--- src/rtl/uart_rx_ctrl_if.sv ---
// Handshake/status bundle between the UART receive sequencer and its neighbours.
// master = sequencer side (drives SIPO/parity/host status), slave = environment side.
interface uart_rx_ctrl_if;
  logic sample_tick;
  logic rx;
  logic rx_ack;
  logic sipo_shift;
  logic sipo_bit;
  logic parity_bit;
  logic parity_load;
  logic rx_valid;
  logic framing_error;
  logic overrun;
  logic busy;

  modport master (
    input  sample_tick, rx, rx_ack,
    output sipo_shift, sipo_bit, parity_bit, parity_load,
    output rx_valid, framing_error, overrun, busy
  );

  modport slave (
    output sample_tick, rx, rx_ack,
    input  sipo_shift, sipo_bit, parity_bit, parity_load,
    input  rx_valid, framing_error, overrun, busy
  );
endinterface

--- src/rtl/uart_rx_ctrl.sv ---
// UART receive sequencer: start detect, mid-bit SIPO shifts, parity capture (UART_RX_PARITY_EN), stop check.
// Latency: 2-clk rx synchroniser, all outputs registered; rx_valid rises 1 clk after the stop sample.
// Backpressure: none on the line; a completed frame with rx_valid still unacked sets sticky overrun.
module uart_rx_ctrl #(
  parameter int OVERSAMPLE = 16,
  parameter int DATA_BITS  = 8
) (
  input  logic           clk,
  input  logic           rst_n,
  uart_rx_ctrl_if.master bus
);
  localparam int TW = $clog2(OVERSAMPLE);
  localparam int BW = $clog2(DATA_BITS) + 1;
  localparam logic [TW-1:0] TICK_MID = TW'(OVERSAMPLE / 2 - 1);
  localparam logic [TW-1:0] TICK_END = TW'(OVERSAMPLE - 1);
  localparam logic [BW-1:0] BIT_LAST = BW'(DATA_BITS - 1);

  typedef enum logic [2:0] {IDLE, START, DATA, PARITY, STOP} state_t;

  state_t        state, state_nxt;
  logic          rx_meta, rx_s;
  logic [TW-1:0] tick_cnt, tick_cnt_nxt;
  logic [BW-1:0] bit_cnt, bit_cnt_nxt;
  logic          sipo_shift_q, sipo_shift_nxt;
  logic          sipo_bit_q, sipo_bit_nxt;
  logic          rx_valid_q, rx_valid_nxt;
  logic          ferr_q, ferr_nxt;
  logic          ovr_q, ovr_nxt;
  logic          busy_q, busy_nxt;
  logic          tick_mid, tick_end;
`ifdef UART_RX_PARITY_EN
  logic          parity_bit_q, parity_bit_nxt;
  logic          parity_pend_q, parity_pend_nxt;
  logic          parity_load_q;
`endif

  assign tick_mid = bus.sample_tick && (tick_cnt == TICK_MID);
  assign tick_end = bus.sample_tick && (tick_cnt == TICK_END);

  always_ff @(posedge clk or negedge rst_n) begin
    if (!rst_n) begin
      rx_meta <= 1'b1;
      rx_s    <= 1'b1;
    end else begin
      rx_meta <= bus.rx;
      rx_s    <= rx_meta;
    end
  end

  always_comb begin
    state_nxt      = state;
    tick_cnt_nxt   = bus.sample_tick ? tick_cnt + 1'b1 : tick_cnt;
    bit_cnt_nxt    = bit_cnt;
    sipo_shift_nxt = 1'b0;
    sipo_bit_nxt   = sipo_bit_q;
    rx_valid_nxt   = bus.rx_ack ? 1'b0 : rx_valid_q;
    ferr_nxt       = ferr_q;
    ovr_nxt        = bus.rx_ack ? 1'b0 : ovr_q;
`ifdef UART_RX_PARITY_EN
    parity_bit_nxt  = parity_bit_q;
    parity_pend_nxt = 1'b0;
`endif
    case (state)
      IDLE: begin
        if (!rx_s) begin
          tick_cnt_nxt = '0;
          state_nxt    = START;
        end
      end
      START: begin
        if (tick_mid) begin
          if (!rx_s) begin
            tick_cnt_nxt = '0;
            bit_cnt_nxt  = '0;
            state_nxt    = DATA;
          end else begin
            state_nxt = IDLE;
          end
        end
      end
      DATA: begin
        if (tick_end) begin
          sipo_shift_nxt = 1'b1;
          sipo_bit_nxt   = rx_s;
          bit_cnt_nxt    = bit_cnt + 1'b1;
          if (bit_cnt == BIT_LAST) begin
`ifdef UART_RX_PARITY_EN
            state_nxt = PARITY;
`else
            state_nxt = STOP;
`endif
          end
        end
      end
`ifdef UART_RX_PARITY_EN
      PARITY: begin
        if (tick_end) begin
          parity_bit_nxt  = rx_s;
          parity_pend_nxt = 1'b1;
          state_nxt       = STOP;
        end
      end
`endif
      STOP: begin
        if (tick_end) begin
          ferr_nxt     = ~rx_s;
          rx_valid_nxt = 1'b1;
          // A simultaneous ack consumes the old frame, so only an unacked one overruns.
          ovr_nxt      = ovr_q | (rx_valid_q & ~bus.rx_ack);
          state_nxt    = IDLE;
        end
      end
      default: state_nxt = IDLE;
    endcase
    busy_nxt = (state_nxt != IDLE);
  end

  always_ff @(posedge clk or negedge rst_n) begin
    if (!rst_n) begin
      state        <= IDLE;
      tick_cnt     <= '0;
      bit_cnt      <= '0;
      sipo_shift_q <= 1'b0;
      sipo_bit_q   <= 1'b0;
      rx_valid_q   <= 1'b0;
      ferr_q       <= 1'b0;
      ovr_q        <= 1'b0;
      busy_q       <= 1'b0;
    end else begin
      state        <= state_nxt;
      tick_cnt     <= tick_cnt_nxt;
      bit_cnt      <= bit_cnt_nxt;
      sipo_shift_q <= sipo_shift_nxt;
      sipo_bit_q   <= sipo_bit_nxt;
      rx_valid_q   <= rx_valid_nxt;
      ferr_q       <= ferr_nxt;
      ovr_q        <= ovr_nxt;
      busy_q       <= busy_nxt;
    end
  end

`ifdef UART_RX_PARITY_EN
  // parity_load trails the capture by one clock so the checker sees a settled parity_bit.
  always_ff @(posedge clk or negedge rst_n) begin
    if (!rst_n) begin
      parity_bit_q  <= 1'b0;
      parity_pend_q <= 1'b0;
      parity_load_q <= 1'b0;
    end else begin
      parity_bit_q  <= parity_bit_nxt;
      parity_pend_q <= parity_pend_nxt;
      parity_load_q <= parity_pend_q;
    end
  end

  assign bus.parity_bit  = parity_bit_q;
  assign bus.parity_load = parity_load_q;
`else
  assign bus.parity_bit  = 1'b0;
  assign bus.parity_load = 1'b0;
`endif

  assign bus.sipo_shift    = sipo_shift_q;
  assign bus.sipo_bit      = sipo_bit_q;
  assign bus.rx_valid      = rx_valid_q;
  assign bus.framing_error = ferr_q;
  assign bus.overrun       = ovr_q;
  assign bus.busy          = busy_q;
endmodule

--- src/flat_wrapper.sv ---
// flat-port wrapper written by rule: the top's interface ports become plain ports
module uart_rx_ctrl_flat 
#(
  parameter int OVERSAMPLE = 16,
  parameter int DATA_BITS  = 8
)
  (clk, rst_n, bus_sample_tick, bus_rx, bus_rx_ack, bus_sipo_shift, bus_sipo_bit, bus_parity_bit, bus_parity_load, bus_rx_valid, bus_framing_error, bus_overrun, bus_busy);
  uart_rx_ctrl_if bus_i ();
  input  logic clk;
  input  logic rst_n;
  input wire logic [$bits(bus_i.sample_tick)-1:0] bus_sample_tick;
  input wire logic [$bits(bus_i.rx)-1:0] bus_rx;
  input wire logic [$bits(bus_i.rx_ack)-1:0] bus_rx_ack;
  output wire logic [$bits(bus_i.sipo_shift)-1:0] bus_sipo_shift;
  output wire logic [$bits(bus_i.sipo_bit)-1:0] bus_sipo_bit;
  output wire logic [$bits(bus_i.parity_bit)-1:0] bus_parity_bit;
  output wire logic [$bits(bus_i.parity_load)-1:0] bus_parity_load;
  output wire logic [$bits(bus_i.rx_valid)-1:0] bus_rx_valid;
  output wire logic [$bits(bus_i.framing_error)-1:0] bus_framing_error;
  output wire logic [$bits(bus_i.overrun)-1:0] bus_overrun;
  output wire logic [$bits(bus_i.busy)-1:0] bus_busy;
  assign bus_i.sample_tick = bus_sample_tick;
  assign bus_i.rx = bus_rx;
  assign bus_i.rx_ack = bus_rx_ack;
  assign bus_sipo_shift = bus_i.sipo_shift;
  assign bus_sipo_bit = bus_i.sipo_bit;
  assign bus_parity_bit = bus_i.parity_bit;
  assign bus_parity_load = bus_i.parity_load;
  assign bus_rx_valid = bus_i.rx_valid;
  assign bus_framing_error = bus_i.framing_error;
  assign bus_overrun = bus_i.overrun;
  assign bus_busy = bus_i.busy;
  uart_rx_ctrl #(.OVERSAMPLE(OVERSAMPLE), .DATA_BITS(DATA_BITS)) u_core (.clk(clk), .rst_n(rst_n), .bus(bus_i));
endmodule
--- config.mk ---
export PLATFORM = sky130hd
export DESIGN_NAME = uart_rx_ctrl_flat
export DESIGN_NICKNAME = d
export VERILOG_FILES = /design/src/rtl/uart_rx_ctrl_if.sv /design/src/rtl/uart_rx_ctrl.sv /design/src/flat_wrapper.sv
export SDC_FILE = /design/constraint.sdc
export NUM_CORES = 1
export LEC_CHECK = 0
export CORE_ASPECT_RATIO = 0.75
export CORE_MARGIN = 1.5
export CORE_UTILIZATION = 25
export DETAILED_ROUTE_END_ITERATION = 7
export HOLD_SLACK_MARGIN = 0.02
export SYNTH_ARGS = -nofsm -noshare
export SYNTH_HDL_FRONTEND = slang
export SYNTH_SLANG_ARGS = --single-unit
--- constraint.sdc ---
create_clock -name clk -period 3.09 [get_ports clk]
set_clock_uncertainty 0.1 [all_clocks]
set_input_delay 0.4635 -clock clk [delete_from_list [all_inputs] [get_ports clk]]
set_output_delay 0.4635 -clock clk [all_outputs]
set_load 0.01 [all_outputs]
# Yosys cells after proc, flatten, opt, wreduce, memory -nomap -nowiden
# Cells that the tools add are included.
totals:
  reg_bits: 19
  in_bits: 5
  out_inout_bits: 8
  word_cells: 57
classes:
  add_sub_neg: 2
  eq_ne: 9
  mux: 23
  bitwise: 4
  n_reduce_logical: 8
ops:
  columns: ["op", "count"]
  rows:
  - ["4-bit 2-to-1 mux", 6]
  - ["4-bit case mux with 2 select lines", 2]
  - ["3-bit 2-to-1 mux", 5]
  - ["3-bit case mux with 4 select lines", 1]
  - ["4-bit by 1-bit adder with 4-bit output (second input constant)", 2]
  - ["4-bit by 3-bit equality test with 1-bit output (second input constant)", 2]
  - ["1-bit 2-to-1 mux", 8]
  - ["4-bit equality test (second input constant)", 1]
  - ["2-bit by 1-bit != test with 1-bit output (second input constant)", 2]
  - ["2-bit AND reduction", 2]
  - ["4-bit AND reduction", 1]
  - ["3-bit by 1-bit equality test with 1-bit output (second input constant)", 1]
  - ["3-bit by 2-bit equality test with 1-bit output (second input constant)", 1]
  - ["3-bit equality test (second input constant)", 1]
  - ["3-bit logical NOT", 1]
  - ["3-bit nonzero test", 1]
  - ["1-bit logical AND", 2]
  - ["2-bit 2-to-1 mux", 1]
  - ["2-bit != test (second input constant)", 1]
  - ["1-bit NOT", 2]
  - ["2-bit nonzero test", 1]
  - ["1-bit AND", 1]
  - ["1-bit OR", 1]

# Depth between registers and ports, before layout
logic_depth:
  word_depth: 5
  mapped_depth: 6

# Least setup slack after synthesis
# OpenSTA, ideal clock, no wires.
synth_timing:
  kind: "register to register"
  from: "register u_core.tick_cnt[3]"
  to: "register u_core.bit_cnt[2]"
  arrival_ns: 1.564
  required_ns: 2.868
  path_slack_ns: 1.304
  path_stages_with_launch: 6
  path_buffers: 1
  synth_period_minus_slack_ns: 1.786
  path_cell_list: "dfrtp_1 -> buf_6 -> or4b_4 -> a211oi_4 -> o21ai_1 -> a32o_1"
synth_via:
  elab_chain_cells: 4
synth_rtl:
  columns: ["element", "line", "source"]
  rows:
  - ["start, declared", "uart_rx_ctrl.sv:22", "logic [TW-1:0] tick_cnt, tick_cnt_nxt;"]
  - ["start signal, assigned", "uart_rx_ctrl.sv:131", "tick_cnt <= tick_cnt_nxt;"]
  - ["4-bit equality test / 4-bit by 3-bit equality test with 1-bit output (equally long branches)", "uart_rx_ctrl.sv:38, uart_rx_ctrl.sv:37", null]
  - ["1-bit logical AND, on equally long branches", "uart_rx_ctrl.sv:38, uart_rx_ctrl.sv:37", null]
  - ["2-bit by 1-bit != test with 1-bit output (no source line)", null, null]
  - ["4-bit AND reduction (no source line) (*)", null, null]
  - ["end signal, assigned", "uart_rx_ctrl.sv:132", "bit_cnt <= bit_cnt_nxt;"]
  - ["end, declared", "uart_rx_ctrl.sv:23", "logic [BW-1:0] bit_cnt, bit_cnt_nxt;"]
# Every way passes the cells marked *; elsewhere a longest branch is shown, timed or not.
# A chain may end at the register's enable or synchronous reset.

# Worst setup path after layout
layout_timing:
  from: "register u_core.state[0]"
  to: "register u_core.bit_cnt[3]"
layout_via:
  elab_chain_cells: 3
layout_rtl:
  columns: ["element", "line", "source"]
  rows:
  - ["start, declared", "uart_rx_ctrl.sv:20", "state_t state, state_nxt;"]
  - ["start signal, assigned", "uart_rx_ctrl.sv:130", "state <= state_nxt;"]
  - ["3-bit by 2-bit equality test with 1-bit output / 3-bit by 1-bit equality test with 1-bit output (equally long branches)", "uart_rx_ctrl.sv:63", "case (state)"]
  - ["2-bit by 1-bit != test with 1-bit output (no source line) (tied with other cells)", null, null]
  - ["4-bit AND reduction (no source line)", null, null]
# Several ways; a longest one is shown, not always the timed one.

==> summary.txt <==
Final setup viols = 0
CTS Buf Count = 3
Final min period = 1960 ps
TritonCTS clock tree = yes
Share of cells above drive strength 1 = 0.09804
DR DRC count = 0
Most numerous cell in the Yosys netlist = dfrtp_1
Clk slew on worst S/H paths = 80 ps
Total congestion overflow = 0
Dominant synthesized flop cell = dfrtp_1
Final period util = 0.6344
Crit end category = flip-flop
Core area = 3637 um^2
Critical Path Start Type = flip-flop
DIE AREA = 4145 um^2
Achievable Freq = 510.1 MHz
Run status = complete, no violations
Required @ worst endpoint = 3140 ps
Pin count of the biggest net entering global routing = 20
Clk Tree Root Cell = clkbuf_8
Synth warn = 0
Vias post-DR = 695
Vias per cell = 4.513
Hold Crit Class = flip-flop to flip-flop
Unique masters post-synth = 36
Biggest area consumer among synthesized cells = dfrtp_1
Number of synthesized flops with an enable pin = 0
Hold Buf Count CTS = 0
Total Routing Usage GR = 0.09853
Most instantiated cells after synthesis = 17 x dfrtp_1, 11 x nor2_1, 9 x nand2_1
Die X = 73.84 um
Crit path kind = flip-flop to flip-flop
Worst-Margin Slew = 870.1 ps
Seq cells post-synth = 19
Initial core utilization = 0.2587
Mean post-synth cell area = 10.01 um^2
DP Wirelength = 1.275 mm
PortBufs = 10
Fill count = 368
Post-route setup slack = 1130 ps
Post-Synthesis Cell Area = 940.9 um^2
Post-Place Cells = 150
Layout overhead on the synthesized area = 18.35%
Die height = 56.13 um
Unrepaired setup endpoints after global routing = no
Detail Route Antenna Nets = 0
CP max FO = 11
Starting DRT DRC Count = 22
Clk sinks = 19
Post-CTS Setup Inserts = 0
Pre-CTS setup slack = 931.9 ps
Row count = 19
IO Pins = 13
Clock Latency Late Sink = 260 ps
Longest Clk Path Bufs = 2
Cells after Synth = 94
Max-cap viol count = 0
Finished Layout Cells = 154
Final Core Density = 0.3062
Maximum VDD drop = 0.3103 mV
Slew Limit Fails = 0
Setup TNS = 0 ps
Initial antenna violation count = 0
First-pass GRT wire length = 3.056 mm
Max H-tree Level = 1
Final #Nets = 110
TritonRoute pass-1 iters = 4
Worst slew margin = 0.4181
PwrDens = 631.1 nW/um^2
Post-CTS sizing = 0
Routed wire length per instance = 11.82 um
Hold Vio Cnt, Final = 0
Routability cong. = 0.8692
Crit path DAT = 2010 ps
Post-Route WL = 1.821 mm
Vias in the first global route = 636
Area contributors post-synth = dfrtp_1 45%, dfstp_2 5.6%, nor2_1 4.4%
Post-synthesis async set-or-reset flop share = 1.000
Diode count = 0
Synth top area share = 0.4521
Seq/Total Area, Yosys = 0.5080
Leak = 0.4620 nW
-- per-stage QoR --
step                power [mW]  area [um^2]  hold WS, ps
global placement        0.5172         1065        247.2
global route            0.7530         1114        267.5
floorplan               0.4913        944.7        67.91
finish                  0.7028         1114        258.2
detailed placement      0.5284         1065        247.6
CTS                     0.7106         1114        259.3
-- worst paths after layout --
kind	startpoint	end	slack (ps)	cells past startpoint
setup / recovery	u_core.state[0]	u_core.bit_cnt[3]	1130	4
hold / removal	u_core.rx_meta	u_core.rx_s	260	0
setup reg to reg	u_core.state[0]	u_core.bit_cnt[3]	1130	4
hold reg to reg	u_core.rx_meta	u_core.rx_s	260	0
max in group asynchronous	rst_n	u_core.state[0]	1760	1
min in group asynchronous	rst_n	u_core.bus.sipo_bit	590	1
-- layout make-up --
| class | count | area, um^2 | area share |
|---|---|---|---|
| timing repair buffer | 10 | 100.1 | 0.08989 |
| tap | 52 | 65.06 | 0.05843 |
| clock buffer | 3 | 41.29 | 0.03708 |
| inverter | 2 | 7.507 | 0.006742 |
| multi-input combinational | 67 | 414.1 | 0.3719 |
| sequential | 19 | 478.0 | 0.4292 |
| clock inverter | 1 | 7.507 | 0.006742 |
-- cells in the final DEF (no fill, tap or decap) --
master / n
dfrtp_1: 17
nor2_1: 11
clkdlybuf4s50_1: 10
nand2_1: 9
o21ai_0: 8
nand3_1: 3
nor3_1: 3
and3_1: 3
clkbuf_8: 3
inv_1: 2
nand2b_1: 2
nor3b_1: 2
nand3b_1: 2
a21oi_1: 2
ha_1: 2
conb_1: 2
dfstp_2: 2
or3_1: 1
xor2_1: 1
a2111oi_0: 1
nand4_1: 1
o31ai_1: 1
o21a_1: 1
mux2i_1: 1
xnor2_1: 1
a21bo_2: 1
o2bb2ai_1: 1
or4b_4: 1
a211oi_4: 1
nor2b_1: 1
o21ai_1: 1
a32o_1: 1
mux2_2: 1
a211oi_1: 1
a22o_1: 1
clkinvlp_4: 1
-- layer usage --
layer	share of wire	global-route usage
met1	0.52	0.1420
met2	0.41	0.1274
met3	0.051	0.03804
met4	0.018	0.04497
met5	0	0
-- power by group --
group	leakage, nW	switching (mW)	internal, mW
Combinational	0.201	0.0846	0.0819
Sequential	0.240	0.0620	0.295
Clock	0.0217	0.0877	0.0911
-- logic make-up (layout without fill, tap and decap cells) --
kind of cell | Yosys count | after routing | synth area share
AND/OR/NAND/NOR | 39 | 39 | 0.2114
AO/OA/AOI/OAI | 20 | 20 | 0.1529
flip-flops | 19 | 19 | 0.5080
buffers and inverters | 9 | 16 | 0.05585
adder cells (fa/ha/maj) | 2 | 2 | 0.02659
XOR/XNOR | 2 | 2 | 0.01862
multiplexers | 2 | 2 | 0.02261
other | 1 | 2 | 0.003986
-- flip-flops by register name, summed over array words and instances, names as in the netlist --
signal                    count
u_core.bus.framing_error      1
u_core.rx_meta                1
u_core.bus.busy               1
u_core.rx_s                   1
u_core.bus.rx_valid           1
u_core.bit_cnt                4
u_core.state                  3
u_core.bus.sipo_bit           1
u_core.bus.sipo_shift         1
u_core.bus.overrun            1
u_core.tick_cnt               4
-- worst max-delay path, cell delays in order, from the launching register on --
cell and delay, ps:
dfrtp_1 550, or4b_4 540, a211oi_1 340, o21ai_0 130
a22o_1 190
(Power assumes the default switching activity.)
